===== config.mk =====
export PLATFORM = sky130hd
export DESIGN_NAME = pend_prio_encoder
export DESIGN_NICKNAME = d
export VERILOG_FILES = /design/src/rtl/pend_prio_pkg.sv /design/src/rtl/prio_pick.sv /design/src/rtl/pend_prio_encoder.sv
export SDC_FILE = /design/constraint.sdc
export NUM_CORES = 1
export LEC_CHECK = 0
export BUFFER_PORTS_ARGS = -buffer_cell sky130_fd_sc_hd__buf_2
export CAP_MARGIN = 20
export CORE_MARGIN = 1.5
export CORE_UTILIZATION = 45
export CTS_BUF_LIST = sky130_fd_sc_hd__clkbuf_8
export DETAILED_ROUTE_END_ITERATION = 8
export PLACE_DENSITY = 0.8
export SETUP_SLACK_MARGIN = 0.15
export SKIP_LAST_GASP = 1
export SLEW_MARGIN = 20
export SYNTH_ARGS = -nofsm -noshare
export SYNTH_HDL_FRONTEND = slang
export SYNTH_SLANG_ARGS = --single-unit

===== constraint.sdc =====
create_clock -name clk -period 1.3 [get_ports clk]
set_clock_uncertainty 0.05 [all_clocks]
set_input_delay 0.26 -clock clk [delete_from_list [all_inputs] [get_ports clk]]
set_output_delay 0.26 -clock clk [all_outputs]
set_load 0.01 [all_outputs]

===== src/rtl/pend_prio_pkg.sv =====
// Shared selection-mode encodings and index-width helper
// for the pending-request priority encoder.
package pend_prio_pkg;
  localparam int MODE_LSB = 0;
  localparam int MODE_MSB = 1;
  localparam int MODE_RR  = 2;

  function automatic int idx_w(input int n);
    return (n <= 2) ? 1 : $clog2(n);
  endfunction
endpackage


===== src/rtl/prio_pick.sv =====
// Combinational pick of the first set bit of vec, scanning
// from start upward with wrap at N-1 (downward from N-1 in MSB mode).
module prio_pick
  import pend_prio_pkg::*;
#(
  parameter int N    = 8,
  parameter int MODE = MODE_LSB,
  localparam int W   = idx_w(N)
) (
  input  logic [N-1:0] vec,
  input  logic [W-1:0] start,
  output logic         any,
  output logic [W-1:0] sel
);

  logic [N-1:0] rot;
  logic         found;
  int           j;
  int           pos;
  int           k;

  always_comb begin
    rot   = '0;
    found = 1'b0;
    j     = 0;
    pos   = 0;
    k     = 0;
    for (int i = 0; i < N; i++) begin
      j = i + int'(start);
      if (j >= N) j = j - N;
      rot[i] = vec[j];
    end
    if (MODE == MODE_MSB) begin
      for (int i = N - 1; i >= 0; i--) begin
        if (!found && rot[i]) begin
          pos   = i;
          found = 1'b1;
        end
      end
    end else begin
      for (int i = 0; i < N; i++) begin
        if (!found && rot[i]) begin
          pos   = i;
          found = 1'b1;
        end
      end
    end
    // un-rotate back into source numbering, modulo N
    k = pos + int'(start);
    if (k >= N) k = k - N;
    sel = W'(k);
    any = |vec;
  end

endmodule


===== src/rtl/pend_prio_encoder.sv =====
// Sticky request collector issuing one selected index per
// handshake through a single-entry valid/ready slot.
module pend_prio_encoder
  import pend_prio_pkg::*;
#(
  parameter int N    = 8,
  parameter int MODE = MODE_LSB,
  localparam int W   = idx_w(N)
) (
  input  logic         clk,
  input  logic         rst_n,
  input  logic [N-1:0] req_in,
  input  logic         clr_all,
  input  logic         out_ready,
  output logic         out_valid,
  output logic [W-1:0] out_idx,
  output logic [N-1:0] pend,
  output logic         req_drop
);

  logic [W-1:0] ptr;
  logic [W-1:0] start;
  logic [W-1:0] sel;
  logic         any;
  logic         load;
  logic         issue;
  logic [N-1:0] clr_sel;

  assign start = (MODE == MODE_RR) ? ptr : '0;

  prio_pick #(
    .N    (N),
    .MODE (MODE)
  ) u_pick (
    .vec   (pend),
    .start (start),
    .any   (any),
    .sel   (sel)
  );

  assign load    = !out_valid || out_ready;
  assign issue   = load && any;
  assign clr_sel = issue ? (N'(1) << sel) : '0;

  always_ff @(posedge clk or negedge rst_n) begin
    if (!rst_n) begin
      pend      <= '0;
      out_valid <= 1'b0;
      out_idx   <= '0;
      req_drop  <= 1'b0;
      ptr       <= '0;
    end else if (clr_all) begin
      pend      <= '0;
      out_valid <= 1'b0;
      req_drop  <= 1'b0;
    end else begin
      // a same-cycle request re-arms the bit being issued
      pend     <= (pend & ~clr_sel) | req_in;
      req_drop <= |(req_in & pend & ~clr_sel);
      if (load) begin
        out_valid <= any;
        if (any) begin
          out_idx <= sel;
          if (MODE == MODE_RR)
            ptr <= (sel == W'(N - 1)) ? '0 : sel + W'(1);
        end
      end
    end
  end

endmodule


* Yosys cells after proc, flatten, opt, wreduce, memory -nomap -nowiden
Cells that the tools add are included.
** Storage, ports and cells
- Word-level logic and storage cells :: 54
- Flip-flop bits (word level) :: 13
- Output and inout bits :: 13
- Bits of input ports :: 12
** Cells by class
- $add $sub $neg :: 1
- Reduce and logical (&&, ||, !) cells :: 21
- Mux-type cells :: 20
- Bitwise operators :: 6
- $lt $le $gt $ge :: 1
- Shifts and indexed selects :: 1
** Operators with widths (count)
- bitwise AND 8 bit :: 3
- two-way mux 8 bit :: 2
- OR reduction 8 bit :: 2
- two-way mux 3 bit :: 5
- two-way mux 1 bit :: 11
- logical AND 1 bit :: 8
- zero test 1 bit :: 8
- inverter 8 bit :: 1
- bitwise OR 8 bit :: 1
- << shifter 1 x 3 -> 8 bit, first input constant :: 1
- greater-or-equal comparator 3 x 4 -> 1 bit, second input constant :: 1
- two-way mux 2 bit :: 2
- AND reduction 3 bit :: 1
- subtractor 3 x 1 -> 3 bit, second input constant :: 1
- nonzero test 2 bit :: 1
- logical OR 1 bit :: 1
- inverter 1 bit :: 1

* Longest topological paths before layout
Gate-level depths: netlist of the first run.
- Depth after elaboration :: 30
- Depth in mapped cells :: 6
- Depth with buffers taken out :: 5

* Cells and area by module
From an unflattened synthesis of the first run, not the netlist that was laid out.
** Second synthesis, totals
- Cells, all modules :: 130
- Area total of the unflattened synthesis :: 1281.2 sq um
** Modules (own cells, without submodules)
- pend_prio_encoder :: cells each 68, area an instance 658.1 sq um, instances 1, seq. area each 325.3 sq um
- prio_pick :: cells each 62, area an instance 623.1 sq um, instances 1, seq. area each 0.0 sq um

* Least setup slack after synthesis of the first run
OpenSTA, ideal clock, no wires.
- Path kind :: reg2reg
- Start point :: register out_valid
- End point :: register req_drop
- Period minus slack after synthesis :: 1553 ps
- Stages on the path, launching flop included :: 6
- Arrival time :: 1361 ps
- Slack :: -253 ps
- Path buffers :: 1
- Setup time :: 142 ps
- Cells stage by stage :: dfrtp_1 -> nor2b_1 -> buf_2 -> or4_1 -> a31oi_1 -> a41oi_1
** On the way
- Cells in the longest elaborated chain, start to end :: 8
** Ends and longest elaborated chain
- from (decl) :: RTL line pend_prio_encoder.sv:15 : output logic out_valid,
- from (signal assigned) :: RTL line pend_prio_encoder.sv:61 : out_valid <= any;
- zero test 1 bit :: RTL line pend_prio_encoder.sv:41 : assign load = !out_valid || out_ready;
- logical OR 1 bit :: RTL line pend_prio_encoder.sv:41
- logical AND 1 bit :: RTL line pend_prio_encoder.sv:42 : assign issue = load && any;
- two-way mux 8 bit :: RTL line pend_prio_encoder.sv:43 : assign clr_sel = issue ? (N'(1) << sel) : '0;
- inverter 8 bit :: RTL line pend_prio_encoder.sv:59 : req_drop <= |(req_in & pend & ~clr_sel);
- bitwise AND 8 bit :: RTL line pend_prio_encoder.sv:59
- OR reduction 8 bit :: RTL line pend_prio_encoder.sv:59
- two-way mux 1 bit :: RTL line pend_prio_encoder.sv:52 : end else if (clr_all) begin
- to (signal assigned) :: RTL line pend_prio_encoder.sv:59
- to (decl) :: RTL line pend_prio_encoder.sv:18 : output logic req_drop
Every way passes these cells.
A chain may end at the register's enable or synchronous reset.

* Final worst setup path of the first run
Ends and elaborated chain as after synthesis.

==> metrics.txt, run 1 <==
run status=finished, violations left; violated checks=negative setup slack; DR WL/cell=17.6 µm; Synth area leader=dfrtp_1; syn_nets=87; synth warn=0; initial antenna violation count=0; Worst setup SP type=register; remaining global-route overflow=0; Gate power share=32.6%; gpl congestion=0.863; Die X=42.5 µm; CTS sink count=13; Slew headroom=77.5%; Mean Syn Cell Area=9.36 µm²; IO buf count=24; Detailed Routing Iterations Pass 1=4; Seq. cell area=335 µm²; overall power=0.00129 W; sequential share of power=39.0%; synthesized area=702 µm²; Fin Hold WS=0.188 ns; Tightest Pin Transition=0.335 ns; worst hold path class=in2reg; pwr/cell area=1040 mW/mm²; crit path time final=1.64 ns; Final nets=142; Netlist cell types=29; maximum clock rate=0.611 GHz; P_leak=0.587 nW; dpl hpwl=1420 µm; Yosys top cell area share=46.3%; Clock Tree Buf Depth=2; Setup WS post-layout=-0.335 ns; RSZ-0062 raised after global routing=true; number of fill cells=87; layout cells sized above 1=62.8%; core area=0.00149 mm²; htree depth=1; clk slew on worst S/H paths=0.06 ns; DRC viols=0; n_diodes=0; clock share of power=28.4%; Area Growth Syn to Fin=76.3%; first-pass GRT wire length=3460 µm; worst reg2reg setup slack=-0.34 ns; GRT Total Usage=26.1%; Seq/Total Area, Yosys=46.3%; Area contributors post-synth=dfrtp_1, a21oi_1, o21ai_0; Die ar.=0.00181 mm²; initial core utilization=47.1%; worst-skew pair later-pin latency=0.25 ns; largest net degree at the start of global routing=14; Starting DRT DRC Count=43; CP Class=reg2reg; CP Capture Type=register; boundary pin count=25; total wire length=2560 µm; CTS tree=built; synthesized flop and latch total=13; final hold vios=0; CTS Root Cell=clkbuf_8; number of max-cap violations=0; CTS buffer count=3; Final Slew Violations=0; VDD IR max=1.23 mV; Routed Antenna Nets=0; area of the multi-input gates=397 µm²; switching share of power=31.3%; row count=14; Arr. time, crit path=1.75 ns; Die H=42.5 µm; Vias per Instance=5.86; switching power=0.000402 W; CP max FO=7; Final period util=126%; data required time of the worst path=1.42 ns; Setup violations, final=11; via count=849; Cells after Synth=75; internal power=0.000884 W; vias in the first global route=777
[cell usage after synthesis]
library cell,n
a211oi_1,1
a211oi_2,1
a21o_1,1
a21oi_1,11
a31oi_1,1
a41oi_1,1
and2b_2,1
buf_2,1
buf_6,1
clkbuf_1,1
dfrtp_1,13
inv_1,6
mux2_2,1
nand2_1,4
nand2_2,1
nand2b_1,1
nand2b_4,1
nand3_1,1
nor2_1,8
nor2b_1,1
nor3_1,2
nor4_1,1
nor4_4,1
o211ai_1,3
o21ai_0,6
o311ai_0,2
o32a_2,1
or2b_1,1
or4_1,1
[cell usage in the layout, fill, tap and decap left out, drive strengths merged, types with 3 or more instances in the layout]
cell type,Yosys,routed
inv,6,7
o211ai,3,3
nand2,5,5
a21oi,11,11
nor2,8,8
clkbuf,1,3
dfrtp,13,13
o21ai,6,6
buf,2,52
[final cells by class]
cell class,count,share of cell area (%)
well taps,16,1.62
multi-input cells,53,32.1
clock inverters,1,0.303
inverters,6,1.82
flip-flops and latches,13,27.1
clock buffers,3,3.34
repair buffers,53,33.8
[kinds of logic (layout without fill, tap and decap cells)]
group / Yosys count / after routing / share of synthesized area (%)
and+or+nand+nor: 24 / 24 / 20.5
AOI/OAI and AO/OA: 28 / 28 / 25.5
DFF: 13 / 13 / 46.3
muxes: 1 / 1 / 1.60
buffers and inverters: 9 / 63 / 6.06
[flip-flops by register name, indices dropped and copies added (netlist names)]
signal	count
out_idx	3
out_valid	1
pend	8
req_drop	1
[power by group through the flow]
stage	Combinational, W	Sequential (W)	Clock [W]
after floorplan	0.000126	0.000516	0
after global placement	0.000285	0.000493	0
after detailed placement	0.000293	0.000497	0
after CTS	0.000358	0.000494	0.000363
after global routing	0.000445	0.000504	0.000378
final	0.000420	0.000502	0.000365
[critical path, stage by stage, from the launching register on]
cell and delay, ns:
dfrtp_1 0.34, nor2b_4 0.24, and2b_2 0.27, buf_6 0.13, o21ai_0 0.25, nand2_1 0.10, a41oi_1 0.18
[layer usage]
metal  wire length, µm  global-route usage [%]  up-vias
li1                  -                       -      379
met1               982                    31.1      413
met2              1320                    41.2       45
met3               136                    4.31       12
met4               124                    20.6        0
met5                 0                       0        -
[what timing repair did]
action,CTS,global route
hold endpoints to repair,13,0
gates resized for setup,25,11
hold buffers,1,0
pin swaps,1,3
endpoints found under the setup margin,21,20
setup buffers,6,5
[through the flow]
step,setup WS (ns),instance area (µm²),instances,TNS [ns],utilization (%)
final,-0.335,1240,145,-1.89,83.1
after global routing,-0.391,1240,145,-2.44,83.1
after CTS,-0.222,1160,140,-1.14,77.9
after detailed placement,-0.286,972,129,-1.35,65.3
after global placement,-0.230,972,129,-1.04,65.3
after floorplan,-0.249,727,75,-1.04,-
[final timing paths]
| check | startpoint | end | cells after the start |
|---|---|---|---|
| setup / recovery | out_valid | req_drop | 6 |
| hold / removal | req_in[4] | pend[4] | 3 |
| setup reg to reg | out_valid | req_drop | 6 |
| hold reg to reg | out_idx[2] | out_idx[2] | 1 |
| max in group asynchronous | rst_n | pend[0] | 2 |
| min in group asynchronous | rst_n | pend[4] | 2 |
Note: power is estimated with default switching activity, not from simulation.
==> inputs of run 2 (changes only) <==
--- a/config.mk
+++ b/config.mk
@@ -12,9 +12,10 @@
 export CTS_BUF_LIST = sky130_fd_sc_hd__clkbuf_8
 export DETAILED_ROUTE_END_ITERATION = 8
 export PLACE_DENSITY = 0.8
+export RECOVER_POWER = 100
 export SETUP_SLACK_MARGIN = 0.15
 export SKIP_LAST_GASP = 1
-export SLEW_MARGIN = 20
+export SLEW_MARGIN = 10
 export SYNTH_ARGS = -nofsm -noshare
 export SYNTH_HDL_FRONTEND = slang
 export SYNTH_SLANG_ARGS = --single-unit
==> run 2 against run 1 <==
The flow still finishes with violations (negative setup slack). Die area stayed put. Via count down 0.82%. Combinational power is 2% lower. First-iteration DRC count decreased by 9.3%. Global-route usage is the same. Wire length is 0.23% lower. Utilization fell by 0.42 points. Flip-flop and latch count did not move. Clock power about the same. Critical endpoint unchanged.
==> metrics.txt, run 2 (synthesized netlist as in run 1, its figures left out) <==
violated checks=negative setup slack; largest net degree at the start of global routing=14 (unchanged); Final period util=125% (-0.76 points); Die X=42.5 µm (unchanged); Setup WS post-layout=-0.326 ns (+0.00984 ns); DR WL/cell=17.6 µm (-0.23%); Die ar.=0.00181 mm² (unchanged); initial antenna violation count=0 (unchanged); n_diodes=0 (unchanged); data required time of the worst path=1.42 ns (about the same); Final Slew Violations=0 (unchanged); clk slew on worst S/H paths=0.06 ns (about the same); CTS sink count=13 (unchanged); CP Capture Type=register; Tightest Pin Transition=0.723 ns (+0.388 ns); Biggest register=pend; via count=842 (-0.82%); final hold vios=0 (unchanged); IO buf count=24 (unchanged); Final nets=142 (unchanged); layout cells sized above 1=58.9% (-3.9 points); CP max FO=7 (unchanged); worst hold path class=in2reg; row count=14 (unchanged); Vias per Instance=5.81 (-0.82%); crit path time final=1.63 ns (-0.00984 ns); pre-CTS worst setup slack=-0.286 ns (unchanged); gpl congestion=0.863 (unchanged); CTS Root Cell=clkbuf_8; CP Class=reg2reg; run status=finished, violations left; Arr. time, crit path=1.74 ns (about the same); Area Growth Syn to Fin=75.4%; CTS buffer count=3 (unchanged); maximum clock rate=0.615 GHz (+0.61%); htree depth=1 (unchanged); Slew headroom=51.8% (-26 points); boundary pin count=25 (unchanged); P_leak=0.571 nW (-2.7%); CTS tree=built; initial core utilization=47.1% (unchanged); core area=0.00149 mm² (unchanged); worst-skew pair later-pin latency=0.25 ns (about the same); dpl hpwl=1420 µm (unchanged); vias in the first global route=777 (unchanged); RSZ-0062 raised after global routing=true; Starting DRT DRC Count=39 (-9.3%); total wire length=2550 µm (-0.23%); Routed Antenna Nets=0 (unchanged); number of fill cells=92 (+5.7%); max reg flops=8 (unchanged); pwr/cell area=1040 mW/mm² (+0.17%); Largest regs=pend: 8 flops, out_idx: 3 flops; Clock Tree Buf Depth=2 (unchanged); setup tns final=-1.87 ns (+0.0257 ns); remaining global-route overflow=0 (unchanged); Die H=42.5 µm (unchanged); Detailed Routing Iterations Pass 1=4 (unchanged); Worst setup SP type=register; most common cell after layout, fill and taps aside=buf_4; GRT Total Usage=26.1% (unchanged); VDD IR max=1.22 mV (-0.66%); Setup violations, final=11 (unchanged); first-pass GRT wire length=3460 µm (unchanged); DRC viols=0 (unchanged); most frequent cells in the layout=buf_4, buf_6, buf_2; number of max-cap violations=0 (unchanged)
==> run 2: cell type report <==
| cell class | count | area, µm² | share of cell area, % |
|---|---|---|---|
| clock buffer | 3 | 41.3 | 3.35 |
| timing repair buffer | 53 | 412 | 33.4 |
| inverter | 6 | 22.5 | 1.83 |
| multi-input combinational | 53 | 397 | 32.2 |
| sequential | 13 | 335 | 27.2 |
| tap | 16 | 20.0 | 1.63 |
| clock inverter | 1 | 3.75 | 0.305 |
==> run 2: metal layers <==
metal	share of wire, %	GRT usage (%)
met2	52	41.2
met3	4.4	4.31
met1	39	31.1
met5	0	0
met4	4.7	20.6
==> run 2: per-stage QoR <==
stage | area [µm²] | total power (W) | hold WS (ns) | util (%) | cells
6_report | 1230 | 0.00128 | 0.187 | 82.7 | 145
4_1_cts | 1160 | 0.00122 | 0.191 | 77.9 | 140
2_1_floorplan | 727 | 0.000643 | -0.0856 | - | 75
3_5_place_dp | 972 | 0.000790 | 0.118 | 65.3 | 129
5_1_grt | 1230 | 0.00132 | 0.213 | 82.7 | 145
3_3_place_gp | 972 | 0.000778 | 0.110 | 65.3 | 129
==> run 2: final timing paths <==
kind,start,endpoint,slack [ns],cells after the start
setup / recovery,out_valid,req_drop,-0.33,6
hold / removal,req_in[4],pend[4],0.19,3
setup reg to reg,out_valid,req_drop,-0.33,6
hold reg to reg,out_idx[2],out_idx[2],0.48,1
max in group asynchronous,rst_n,pend[0],0.16,2
min in group asynchronous,rst_n,pend[4],0.53,2
==> run 2: report_power, final <==
part           internal [W]  total, W  switching (W)
Sequential         0.000449  0.000502      0.0000531
Clock              0.000209  0.000366       0.000157
Combinational      0.000220  0.000413       0.000194
Total              0.000878   0.00128       0.000404
==> run 2: timing repair <==
item                                   4_1_cts  5_1_grt
setup buffers                                6        5
endpoints found under the hold margin       13        0
pin swaps                                    1        3
setup endpoints to repair                   21       20
hold buffers                                 1        0
gates resized for setup                     25       11
==> run 2: critical path, cell delays in order (launching register included) <==
cell and delay (ns):
dfrtp_1 0.34, nor2b_4 0.24, and2b_2 0.27, buf_6 0.13
o21ai_0 0.24, nand2_1 0.10, a41oi_1 0.18
